==> src/rtl/dram_arbiter.sv <==
// dram_arbiter
//   Two-requester arbiter and access sequencer for the shared DRAM array.
//   Port 0 is instruction fetch, port 1 is load/store. One request is
//   accepted at a time. The DRAM addr/wdata/write_enable are driven for
//   ACCESS_CYCLES cycles, rdata is sampled on the last access cycle, and a
//   one-cycle response pulse is returned to the granted port.
//
// Ports
//   clk, rst                : clock; asynchronous active-low reset
//   reqN_valid/addr/wdata/we: request from port N (N = 0, 1)
//   reqN_ready              : request accepted this cycle (combinational)
//   rspN_valid/rdata        : completion pulse and last read data for port N
//   mem_addr/wdata/we       : to the DRAM instance
//   mem_rdata               : from the DRAM instance
//   busy                    : sequencer is not idle
//
// Optional build macro DRAM_ARBITER_STATS_EN adds saturating 16-bit
// counters grant_cnt0, grant_cnt1 and stall_cnt.
module dram_arbiter #(
    parameter int ADDR_WIDTH    = 32,
    parameter int DATA_WIDTH    = 32,
    parameter int ACCESS_CYCLES = 1
) (
    input  logic                  clk,
    input  logic                  rst,
    input  logic                  req0_valid,
    input  logic [ADDR_WIDTH-1:0] req0_addr,
    input  logic [DATA_WIDTH-1:0] req0_wdata,
    input  logic                  req0_we,
    output logic                  req0_ready,
    output logic                  rsp0_valid,
    output logic [DATA_WIDTH-1:0] rsp0_rdata,
    input  logic                  req1_valid,
    input  logic [ADDR_WIDTH-1:0] req1_addr,
    input  logic [DATA_WIDTH-1:0] req1_wdata,
    input  logic                  req1_we,
    output logic                  req1_ready,
    output logic                  rsp1_valid,
    output logic [DATA_WIDTH-1:0] rsp1_rdata,
    output logic [ADDR_WIDTH-1:0] mem_addr,
    output logic [DATA_WIDTH-1:0] mem_wdata,
    output logic                  mem_we,
    input  logic [DATA_WIDTH-1:0] mem_rdata,
`ifdef DRAM_ARBITER_STATS_EN
    output logic [15:0]           grant_cnt0,
    output logic [15:0]           grant_cnt1,
    output logic [15:0]           stall_cnt,
`endif
    output logic                  busy
);

    typedef enum logic [1:0] {
        IDLE   = 2'd0,
        ACCESS = 2'd1,
        RESP   = 2'd2
    } state_t;

    localparam logic [3:0] CNT_INIT = 4'(ACCESS_CYCLES - 1);

    state_t                state_q, state_d;
    logic                  last_grant_q, last_grant_d;
    logic                  gnt_port_q, gnt_port_d;
    logic                  we_q, we_d;
    logic [ADDR_WIDTH-1:0] addr_q, addr_d;
    logic [DATA_WIDTH-1:0] wdata_q, wdata_d;
    logic [3:0]            cnt_q, cnt_d;
    logic [DATA_WIDTH-1:0] rdata0_q, rdata0_d;
    logic [DATA_WIDTH-1:0] rdata1_q, rdata1_d;

    logic win_valid;
    logic win_port;
    logic accept;

    // Round-robin on ties: the port that did not win last time goes first.
    always_comb begin
        win_valid = req0_valid | req1_valid;
        if (req0_valid && req1_valid) begin
            win_port = ~last_grant_q;
        end else begin
            win_port = req1_valid;
        end
    end

    // rst is folded in so no ready is shown while reset is held.
    always_comb begin
        req0_ready = rst && (state_q == IDLE) && win_valid && !win_port;
        req1_ready = rst && (state_q == IDLE) && win_valid &&  win_port;
        accept     = req0_ready | req1_ready;
    end

    // Next-state logic
    always_comb begin
        state_d = state_q;
        case (state_q)
            IDLE:    if (accept) state_d = ACCESS;
            ACCESS:  if (cnt_q == 4'd0) state_d = RESP;
            RESP:    state_d = IDLE;
            default: state_d = IDLE;
        endcase
    end

    // Request latching, access counter and read-data capture
    always_comb begin
        last_grant_d = last_grant_q;
        gnt_port_d   = gnt_port_q;
        we_d         = we_q;
        addr_d       = addr_q;
        wdata_d      = wdata_q;
        cnt_d        = cnt_q;
        rdata0_d     = rdata0_q;
        rdata1_d     = rdata1_q;
        if (accept) begin
            last_grant_d = win_port;
            gnt_port_d   = win_port;
            we_d         = win_port ? req1_we    : req0_we;
            addr_d       = win_port ? req1_addr  : req0_addr;
            wdata_d      = win_port ? req1_wdata : req0_wdata;
            cnt_d        = CNT_INIT;
        end
        if (state_q == ACCESS) begin
            if (cnt_q != 4'd0) begin
                cnt_d = cnt_q - 4'd1;
            end else if (!we_q) begin
                if (gnt_port_q) rdata1_d = mem_rdata;
                else            rdata0_d = mem_rdata;
            end
        end
    end

    // Outputs; mem_we is decoded from state so an async reset drops it at once.
    always_comb begin
        mem_we     = (state_q == ACCESS) && we_q;
        mem_addr   = addr_q;
        mem_wdata  = wdata_q;
        rsp0_valid = (state_q == RESP) && !gnt_port_q;
        rsp1_valid = (state_q == RESP) &&  gnt_port_q;
        rsp0_rdata = rdata0_q;
        rsp1_rdata = rdata1_q;
        busy       = (state_q != IDLE);
    end

    always_ff @(posedge clk or negedge rst) begin
        if (!rst) begin
            state_q      <= IDLE;
            last_grant_q <= 1'b1;
            gnt_port_q   <= 1'b0;
            we_q         <= 1'b0;
            addr_q       <= '0;
            wdata_q      <= '0;
            cnt_q        <= 4'd0;
            rdata0_q     <= '0;
            rdata1_q     <= '0;
        end else begin
            state_q      <= state_d;
            last_grant_q <= last_grant_d;
            gnt_port_q   <= gnt_port_d;
            we_q         <= we_d;
            addr_q       <= addr_d;
            wdata_q      <= wdata_d;
            cnt_q        <= cnt_d;
            rdata0_q     <= rdata0_d;
            rdata1_q     <= rdata1_d;
        end
    end

`ifdef DRAM_ARBITER_STATS_EN
    logic [15:0] grant_cnt0_q, grant_cnt0_d;
    logic [15:0] grant_cnt1_q, grant_cnt1_d;
    logic [15:0] stall_cnt_q,  stall_cnt_d;
    logic        stall;

    function automatic logic [15:0] sat_inc(input logic [15:0] v, input logic en);
        return (en && (v != 16'hFFFF)) ? v + 16'd1 : v;
    endfunction

    // One stall per cycle no matter how many ports are waiting.
    always_comb begin
        stall        = (req0_valid && !req0_ready) || (req1_valid && !req1_ready);
        grant_cnt0_d = sat_inc(grant_cnt0_q, req0_ready);
        grant_cnt1_d = sat_inc(grant_cnt1_q, req1_ready);
        stall_cnt_d  = sat_inc(stall_cnt_q, stall);
    end

    always_ff @(posedge clk or negedge rst) begin
        if (!rst) begin
            grant_cnt0_q <= 16'd0;
            grant_cnt1_q <= 16'd0;
            stall_cnt_q  <= 16'd0;
        end else begin
            grant_cnt0_q <= grant_cnt0_d;
            grant_cnt1_q <= grant_cnt1_d;
            stall_cnt_q  <= stall_cnt_d;
        end
    end

    always_comb begin
        grant_cnt0 = grant_cnt0_q;
        grant_cnt1 = grant_cnt1_q;
        stall_cnt  = stall_cnt_q;
    end
`endif

endmodule

==> config.mk <==
export PLATFORM = sky130hd
export DESIGN_NAME = dram_arbiter
export DESIGN_NICKNAME = d
export VERILOG_FILES = /design/src/rtl/dram_arbiter.sv
export SDC_FILE = /design/constraint.sdc
export NUM_CORES = 1
export LEC_CHECK = 0
export ABC_CLOCK_PERIOD_IN_PS = 2400
export CORE_AREA = 2 2 122 124
export CTS_BUF_LIST = sky130_fd_sc_hd__clkbuf_4 sky130_fd_sc_hd__clkbuf_8
export DETAILED_ROUTE_END_ITERATION = 8
export DIE_AREA = 0 0 124 126
export PLACE_DENSITY = 0.81
export SETUP_SLACK_MARGIN = 0.15
export SLEW_MARGIN = 10
export SYNTH_ARGS = -nofsm -noshare
export SYNTH_HDL_FRONTEND = slang
export SYNTH_SLANG_ARGS = --single-unit
export TNS_END_PERCENT = 30
==> constraint.sdc <==
create_clock -name clk -period 2.4 [get_ports clk]
set_clock_uncertainty 0.15 [all_clocks]
set_input_delay 0.6 -clock clk [delete_from_list [all_inputs] [get_ports clk]]
set_output_delay 0.6 -clock clk [all_outputs]
set_load 0.02 [all_outputs]
# Word-level counts from Yosys, hierarchy flattened
# Cells that the tools add are included.
dict set report totals {
  out_inout_bits 134
  in_bits 166
  reg_bits 137
}
dict set report classes {
  addsub 1
  n_bitwise 6
  n_eq_ne 4
  muxes 10
  n_reduce_logical 17
}
# cell count
set op_table {}
lappend op_table {{32-bit two-way mux} 2}
lappend op_table {{4-bit two-way mux} 3}
lappend op_table {{1-bit logical AND} 8}
lappend op_table {{4-bit AND reduction} 2}
lappend op_table {{4-bit logical NOT} 1}
lappend op_table {{2-bit two-way mux} 2}
lappend op_table {{2-bit inequality test (second input constant)} 2}
lappend op_table {{1-bit inverter} 4}
lappend op_table {{2-bit one-hot mux with 2 select lines} 1}
lappend op_table {{4-bit nonzero test} 1}
lappend op_table {{4-bit by 1-bit subtractor with 4-bit output (second input constant)} 1}
lappend op_table {{2-bit by 1-bit == test with 1-bit output (second input constant)} 1}
lappend op_table {{2-bit == test (second input constant)} 1}
lappend op_table {{1-bit logical NOT} 2}
lappend op_table {{2-bit logical NOT} 1}
lappend op_table {{1-bit two-way mux} 2}
lappend op_table {{1-bit bitwise OR} 2}
lappend op_table {{2-bit AND reduction} 1}
lappend op_table {{2-bit nonzero test} 1}

# Logic depth before layout (Yosys ltp)
# Gate-level depths: netlist (run 1).
dict set report logic_depth {
  depth_word 8
  ltp_mapped 6
  ltp_nobuf 5
}

# Worst setup path before layout (run 1)
# Ideal clock, no wire load.
dict set report synth_timing {
  kind {input -> output}
  startpoint {input port rst}
  endpoint {output port req1_ready}
  stages 3
  path_slack_ns 0.105
  arrival_time_ns 1.545
  path_buffers 1
  path_cell_list {nor3b_2 -> and3_1 -> clkbuf_1}
}
dict set report synth_between {
  elab_chain_cells 3
}
# element line
set synth_rtl {}
lappend synth_rtl {{start, declared} 25} ;# input logic rst,
lappend synth_rtl {{1-bit logical AND (3 in series)} 87} ;# req1_ready = rst && (state_q == IDLE) && win_valid && win_port;
lappend synth_rtl {{end, declared} 37} ;# output logic req1_ready,
# No other way between the ends.

# Final worst setup path (run 1)
dict set report layout_timing {
  startpoint {input port req0_valid}
  endpoint {output port req1_ready}
}
dict set report layout_between {
  elab_chain_cells 3
  word_cells_on_any_way 5
  cone_classes {mux: 1; bitwise: 1; reduce/logical: 3}
}
# element line
set layout_rtl {}
lappend layout_rtl {{start, declared} 26} ;# input logic req0_valid,
lappend layout_rtl {{1-bit bitwise OR / 1-bit logical AND (equally long branches)} {76, 77}}
lappend layout_rtl {{1-bit logical AND / 1-bit two-way mux (equally long branches)} {87, 77}}
lappend layout_rtl {{1-bit logical AND (*)} 87}
# Every way passes the cells marked *; elsewhere a longest branch is shown, timed or not.

==> Flow_metrics.wiki, run 1 <==
{| class="wikitable"
! Metric !! Value
|-
| Number of hold buffers added after cts || 0
|-
| Number of clock buffers inserted by TritonCTS || 17
|-
| Crit path kind || in2out
|-
| TritonCTS sink count || 137
|-
| Clock latency at the later pin of the worst-skew pair || 0.44 ns
|-
| Count of antenna-violating nets left after detailed routing || 0
|-
| Level count of the clock H-tree || 4
|-
| Net switching power || 3430 uW
|-
| Worst-path fanout max || 3
|-
| Minimum clock period || 2.28 ns
|-
| Worst-path cell with the longest stage delay || clkdlybuf4s50_1
|-
| Endpoints failing setup || 0
|-
| Master cell of the clock root buffer || clkbuf_8
|-
| Post-Synthesis Cells || 405
|-
| Clock Power Share || 0.195
|-
| Unrepaired setup endpoints after global routing || yes
|-
| Share of layout cells above drive strength 1 || 0.136
|-
| Period utilization || 0.949
|-
| Diode count || 0
|-
| Warnings, synthesis || 0
|-
| Die Area || 15,600 um^2
|-
| Total power per unit cell area || 1080 nW/um^2
|-
| Final cell count without fillers || 898
|-
| Count leader, synth || dfrtp_1
|-
| Nets in the synthesized netlist || 572
|-
| Number of endpoints with negative hold slack in the final report || 0
|-
| Total Nets Final || 869
|-
| Number of buffers between clock root and the deepest sink || 2
|-
| Largest net degree at the start of global routing || 84
|-
| Final Instance Area || 9380 um^2
|-
| Post-Route WL || 17,400 um
|-
| Placed Instances || 864
|-
| Most used flip-flop cell after synthesis || dfrtp_1
|-
| Worst path buffer plus inverter count || 2
|-
| Internal portion of total power || 6680 uW
|-
| Max Slew Vio Count || 0
|-
| Placed wire-length estimate || 12,500 um
|-
| Total Routing Usage GR || 0.225
|-
| Cell leakage power || 0.00390 uW
|-
| Min-Delay Path Class || in2async
|-
| Count of port buffers added during placement || 299
|-
| Initial Util || 0.400
|-
| Count of flip-flops with a built-in enable after synthesis || 0
|-
| Iteration count of the initial detailed-routing pass || 5
|-
| Cell type contributing the most total cell area after synthesis || dfrtp_1
|-
| Slew of the pin with the lowest slew margin || 1.05 ns
|-
| Global-route wire length before repair || 26,900 um
|-
| Overflow after GRT || 0
|-
| Standard cell core area || 14,300 um^2
|-
| Post-route core utilization || 0.655
|-
| Status || completed
|-
| CP endpoint kind || output pin
|-
| Weighted congestion reported at the end of routability-driven placement || 0.790
|-
| Die extent in y || 126 um
|-
| DRC viols || 0
|-
| Die outline width || 124 um
|-
| Sequential Power Share || 0.361
|-
| Number of maximum-capacitance constraint violations || 0
|-
| Req. time, crit path || 1.65 ns
|-
| Number of register bits inferred by synthesis || 137
|-
| VDD IR max || 0.399 mV
|-
| Kind of start point of the critical path || input pin
|-
| Achievable clock frequency || 439 MHz
|-
| 1st-iter DRT viols || 202
|-
| Total cell area at the placement stage || 8930 um^2
|-
| Initial antenna violation count || 0
|-
| Proportion of register bits with asynchronous set or reset after synthesis || 1.00
|-
| CP Cell Sequence || clkdlybuf4s50_1 > nand2_1 > and3_4 > buf_4
|-
| Max-slew headroom || 0.297
|-
| Vias per inst || 5.38
|-
| Worst path arrival time || 1.53 ns
|-
| Row Count || 44
|-
| Number of primary I/O pins || 300
|-
| Top-area cell type share of the netlist area || 0.594
|-
| Synth area leaders || dfrtp_1 59%, a221o_1 12%, a21boi_0 8.5%
|-
| Most common library cells after synthesis || 136 x dfrtp_1, 66 x a221o_1, 65 x a21boi_0, 34 x mux2_2, 30 x mux2_1
|-
| Mean cell area of the mapped netlist || 14.1 um^2
|-
| CTS tree || done
|-
| Net switching fraction of the power || 0.339
|-
| Relative contribution of combinational cells to total power || 0.443
|-
| Total design power || 10,100 uW
|-
| Share of synthesized area occupied by flip-flops and latches || 0.599
|-
| Routed length per instance || 19.4 um
|-
| Number of global-route vias before repair || 5,065
|-
| Crit path max-delay family || buffers and inverters
|-
| Clock input transition at the sequential cells of the worst setup and hold paths || 0.08 ns
|-
| Synth unique cells || 32
|-
| Total via count in the routed design || 4,835
|-
| Maximum cell stage delay along the critical path || 0.52 ns
|-
| Post-synthesis cell area || 5730 um^2
|-
| Area grow syn2layout || 63.7%
|}
-- path summary, 6_finish.rpt --
kind,from,to,slack (ns),cells past startpoint
max,req0_valid,req1_ready,0.12,4
max reg2reg,cnt_q[0]$_DFF_PN0_,rsp0_rdata[31]$_DFFE_PN0P_,0.28,6
min in group clk,rsp0_rdata[20]$_DFFE_PN0P_,rsp0_rdata[20]$_DFFE_PN0P_,0.34,1
min reg2reg,rsp0_rdata[20]$_DFFE_PN0P_,rsp0_rdata[20]$_DFFE_PN0P_,0.34,1
min,rst,rsp1_rdata[3]$_DFFE_PN0P_,0.11,2
max in group asynchronous,rst,mem_wdata[16]$_DFFE_PN0P_,0.47,3
-- power by group through the flow --
stage,sequential (uW),combinational [uW],clock (uW)
final,3650,4480,1980
after global routing,3750,4760,2140
after CTS,3650,4510,2030
after detailed placement,3680,4510,0
after global placement,3620,4400,0
after floorplan,4680,1050,0
-- registers in the layout, indices dropped and copies added, names as in the netlist --
signal	cells
rsp0_rdata	32
gnt_port_q	1
mem_wdata	32
state_q	2
rsp1_rdata	32
we_q	1
last_grant_q	1
mem_addr	32
cnt_q	4
-- layout make-up --
type	instances	area (um^2)
Multi-Input combinational cell	229	2140
Clock buffer	20	269
Fill cell	1061	4940
Timing Repair Buffer	315	3150
Clock inverter	11	145
Inverter	2	7.51
Sequential cell	137	3430
Tap cell	184	230
-- repair_timing --
item / in CTS / in global routing
pin swaps: 3 / 1
endpoints found under the setup margin: 6 / 38
buffers inserted: 2 / 1
gates resized for setup: 24 / 11
-- metrics by stage --
| stage | TNS, ns | setup WS [ns] | hold WS [ns] |
|---|---|---|---|
| after floorplan | 0 | 0.197 | 0.154 |
| after global placement | -7.12 | -0.341 | 0.317 |
| after detailed placement | -13.80 | -0.345 | 0.325 |
| after CTS | 0 | 0.0580 | 0.105 |
| after global routing | 0 | 0.0946 | 0.146 |
| final | 0 | 0.121 | 0.114 |
-- cells by family (layout without fill, tap and decap cells) --
| group | Yosys count | count (layout) | synth area share |
|---|---|---|---|
| flip-flops | 137 | 137 | 0.599 |
| AND/OR/NAND/NOR | 25 | 25 | 0.0314 |
| adder cells (fa/ha/maj) | 1 | 1 | 0.00218 |
| buffers and inverters | 39 | 348 | 0.0319 |
| AO/OA/AOI/OAI | 138 | 138 | 0.208 |
| multiplexers | 65 | 65 | 0.128 |
-- routing by layer --
layer  GRT usage  wire length [um]  part of all wire
met2       0.378              8470              0.49
met3      0.0747              1730              0.10
met5           0                 0                 0
met4      0.0866               487             0.028
met1       0.265              6690              0.38
-- layout by cell type (no fill, tap or decap), drive strengths merged, types with 2 or more instances in the layout --
master / count
clkdlybuf4s50: 292
dfrtp: 136
a221o: 66
a21boi: 65
mux2: 64
buf: 22
clkbuf: 21
nor3b: 4
inv: 4
nand2b: 3
nor2: 3
a21oi: 3
bufinv: 3
clkinvlp: 3
clkinv: 3
and3: 3
or2: 2
nand2: 2
(Power assumes the default switching activity.)
==> inputs of run 2 (changes only) <==
- GPL_TIMING_DRIVEN: not set -> 0
==> Flow_metrics.wiki, run 2 (synthesis results as in run 1) <==
{| class="wikitable"
! Metric !! Value
|-
| Slew of the pin with the lowest slew margin || 0.488 ns
|-
| TritonCTS sink count || 137
|-
| Level count of the clock H-tree || 4
|-
| Top library cells by usage in the layout, fill and taps aside || 287 x clkdlybuf4s50_1, 134 x dfrtp_1, 66 x a221o_1, 65 x a21boi_0, 34 x mux2_2
|-
| Placed wire-length estimate || 13,700 um
|-
| Unrepaired setup endpoints after global routing || yes
|-
| Cell leakage power || 0.00426 uW
|-
| Number of clock buffers inserted by TritonCTS || 17
|-
| Global-route wire length before repair || 29,900 um
|-
| Number of buffers between clock root and the deepest sink || 2
|-
| Overflow after GRT || 0
|-
| Total design power || 10,600 uW
|-
| Iteration count of the initial detailed-routing pass || 5
|-
| Status || finished with violations
|-
| Post-place setup slack || -1.95 ns
|-
| DRC viols || 0
|-
| Vias per inst || 5.37
|-
| Combined flip-flop and latch cell area || 3430 um^2
|-
| VDD IR max || 0.435 mV
|-
| Routed length per instance || 20.9 um
|-
| Area grow syn2layout || 74.0%
|-
| Clock latency at the later pin of the worst-skew pair || 0.43 ns
|-
| Min setup slack post-route || -0.0361 ns
|-
| Leading cell type in the layout, fill and taps excluded || clkdlybuf4s50_1
|-
| Clock input transition at the sequential cells of the worst setup and hold paths || 0.07 ns
|-
| Diode count || 0
|-
| Achievable clock frequency || 410 MHz
|-
| Weighted congestion reported at the end of routability-driven placement || 0.826
|-
| Clock Power Share || 0.195
|-
| Die outline width || 124 um
|-
| Number of global-route vias before repair || 5,462
|-
| Relative contribution of combinational cells to total power || 0.457
|-
| Max Slew Vio Count || 0
|-
| Placed Instances || 889
|-
| Post-Route WL || 19,700 um
|-
| Worst path arrival time || 1.69 ns
|-
| Net switching fraction of the power || 0.338
|-
| Worst-path cell with the longest stage delay || clkdlybuf4s50_1
|-
| CP Cell Sequence || clkdlybuf4s50_1 > nand2b_1 > and3_4 > buf_6 > buf_8 > buf_6
|-
| 1st-iter DRT viols || 241
|-
| Standard cell core area || 14,300 um^2
|-
| Initial antenna violation count || 0
|-
| Worst path buffer plus inverter count || 4
|-
| Net switching power || 3590 uW
|-
| Row Count || 44
|-
| Final cell count without fillers || 944
|-
| Total power per unit cell area || 1070 nW/um^2
|-
| Count of port buffers added during placement || 299
|-
| Kind of start point of the critical path || input pin
|-
| Internal portion of total power || 7030 uW
|-
| Initial Util || 0.400
|-
| Total Nets Final || 914
|-
| Worst-path fanout max || 3
|-
| Number of endpoints with negative hold slack in the final report || 0
|-
| Share of layout cells above drive strength 1 || 0.208
|-
| Max-slew headroom || 0.674
|-
| Maximum cell stage delay along the critical path || 0.50 ns
|-
| Endpoints failing setup || 1
|-
| Minimum clock period || 2.44 ns
|-
| Req. time, crit path || 1.65 ns
|-
| CTS tree || done
|-
| Master cell of the clock root buffer || clkbuf_8
|-
| Sequential Power Share || 0.348
|-
| Post-route core utilization || 0.696
|-
| Top cell by count, worst path || buf_6
|-
| Number of maximum-capacitance constraint violations || 0
|-
| Area used by multi-input combinational logic || 2270 um^2
|-
| Crit path kind || in2out
|-
| Largest net degree at the start of global routing || 47
|-
| Fill cell instance count of the final layout || 980
|-
| Period utilization || 1.02
|-
| Failing checks || negative setup slack
|-
| Total via count in the routed design || 5,068
|-
| Crit path max-delay family || buffers and inverters
|-
| Die Area || 15,600 um^2
|-
| Min-Delay Path Class || in2async
|-
| Die extent in y || 126 um
|-
| Number of primary I/O pins || 300
|-
| Count of antenna-violating nets left after detailed routing || 0
|-
| CP endpoint kind || output pin
|-
| Total Routing Usage GR || 0.253
|}
run 2: changes by cell type in the layout (fill, tap and decap cells not counted), sizes merged:
cell / change
clkinv: -1
dlygate4sd2: +1
bufbuf: +5
clkdlybuf4s50: -5
dlymetal6s2s: +4
clkinvlp: +2
clkbuf: +17
buf: +20
bufinv: +1
dlygate4sd3: +2
run 2: area by class of cell:
cell class              instances  share of cell area
flip-flops and latches        137               0.344
clock buffers                  19              0.0250
well taps                     184              0.0231
clock inverters                13              0.0193
repair buffers                324               0.338
plain buffers                  36              0.0221
inverters                       2            0.000753
multi-input cells             229               0.228
run 2: repair_timing:
action / 4_1_cts / 5_1_grt
endpoints found under the setup margin: 109 / 39
gates cloned: 5 / 0
resized for setup: 85 / 13
hold endpoints to repair: 45 / 0
buffers inserted: 13 / 4
hold buffers: 2 / 0
pin swaps: 4 / 3
run 2: worst register-to-register path, stage by stage (launching register included):
cell and delay (ns):
dfrtp_2 0.44, buf_4 0.15, nand2b_1 0.13, clkbuf_1 0.21
nor4b_4 0.24, buf_4 0.19, buf_6 0.19, mux2_4 0.32
run 2: final timing paths:
kind / from / end / slack (ns) / depth (start not counted)
setup / recovery: req1_valid / req0_ready / -0.04 / 6
hold / removal: rst / mem_addr[28]$_DFFE_PN0P_ / 0.08 / 3
setup reg to reg: state_q[1]$_DFFE_PN0P_ / rsp0_rdata[16]$_DFFE_PN0P_ / 0.25 / 7
hold reg to reg: cnt_q[0]$_DFF_PN0_ / cnt_q[0]$_DFF_PN0_ / 0.35 / 1
max in group asynchronous: rst / we_q$_DFFE_PN0P_ / 1.22 / 2
min in group clk: cnt_q[0]$_DFF_PN0_ / cnt_q[0]$_DFF_PN0_ / 0.35 / 1
run 2: per-layer routing:
| layer | global-route usage | vias up | part of all wire |
|---|---|---|---|
| met5 | 0 | - | 0 |
| met3 | 0.0897 | 37 | 0.093 |
| met4 | 0.0839 | 0 | 0.018 |
| met2 | 0.430 | 272 | 0.50 |
| met1 | 0.297 | 2504 | 0.39 |
| li1 | - | 2255 | - |
run 2: power by group through the flow:
stage / logic [uW] / clock network, uW / registers, uW
4_1_cts: 4840 / 2120 / 3670
5_1_grt: 5120 / 2240 / 3790
3_5_place_dp: 4520 / 0 / 3680
2_1_floorplan: 1050 / 0 / 4680
3_3_place_gp: 4420 / 0 / 3640
6_report: 4850 / 2070 / 3700
run 2: through the flow:
stage	TNS, ns	cell area [um^2]	hold WS, ns
final	-0.0361	9970	0.0795
after global routing	-0.0870	9970	0.0520
after CTS	-0.0481	9900	0.0488
after detailed placement	-79.95	8980	0.328
after global placement	-1037.65	8950	0.317
after floorplan	0	5730	0.154
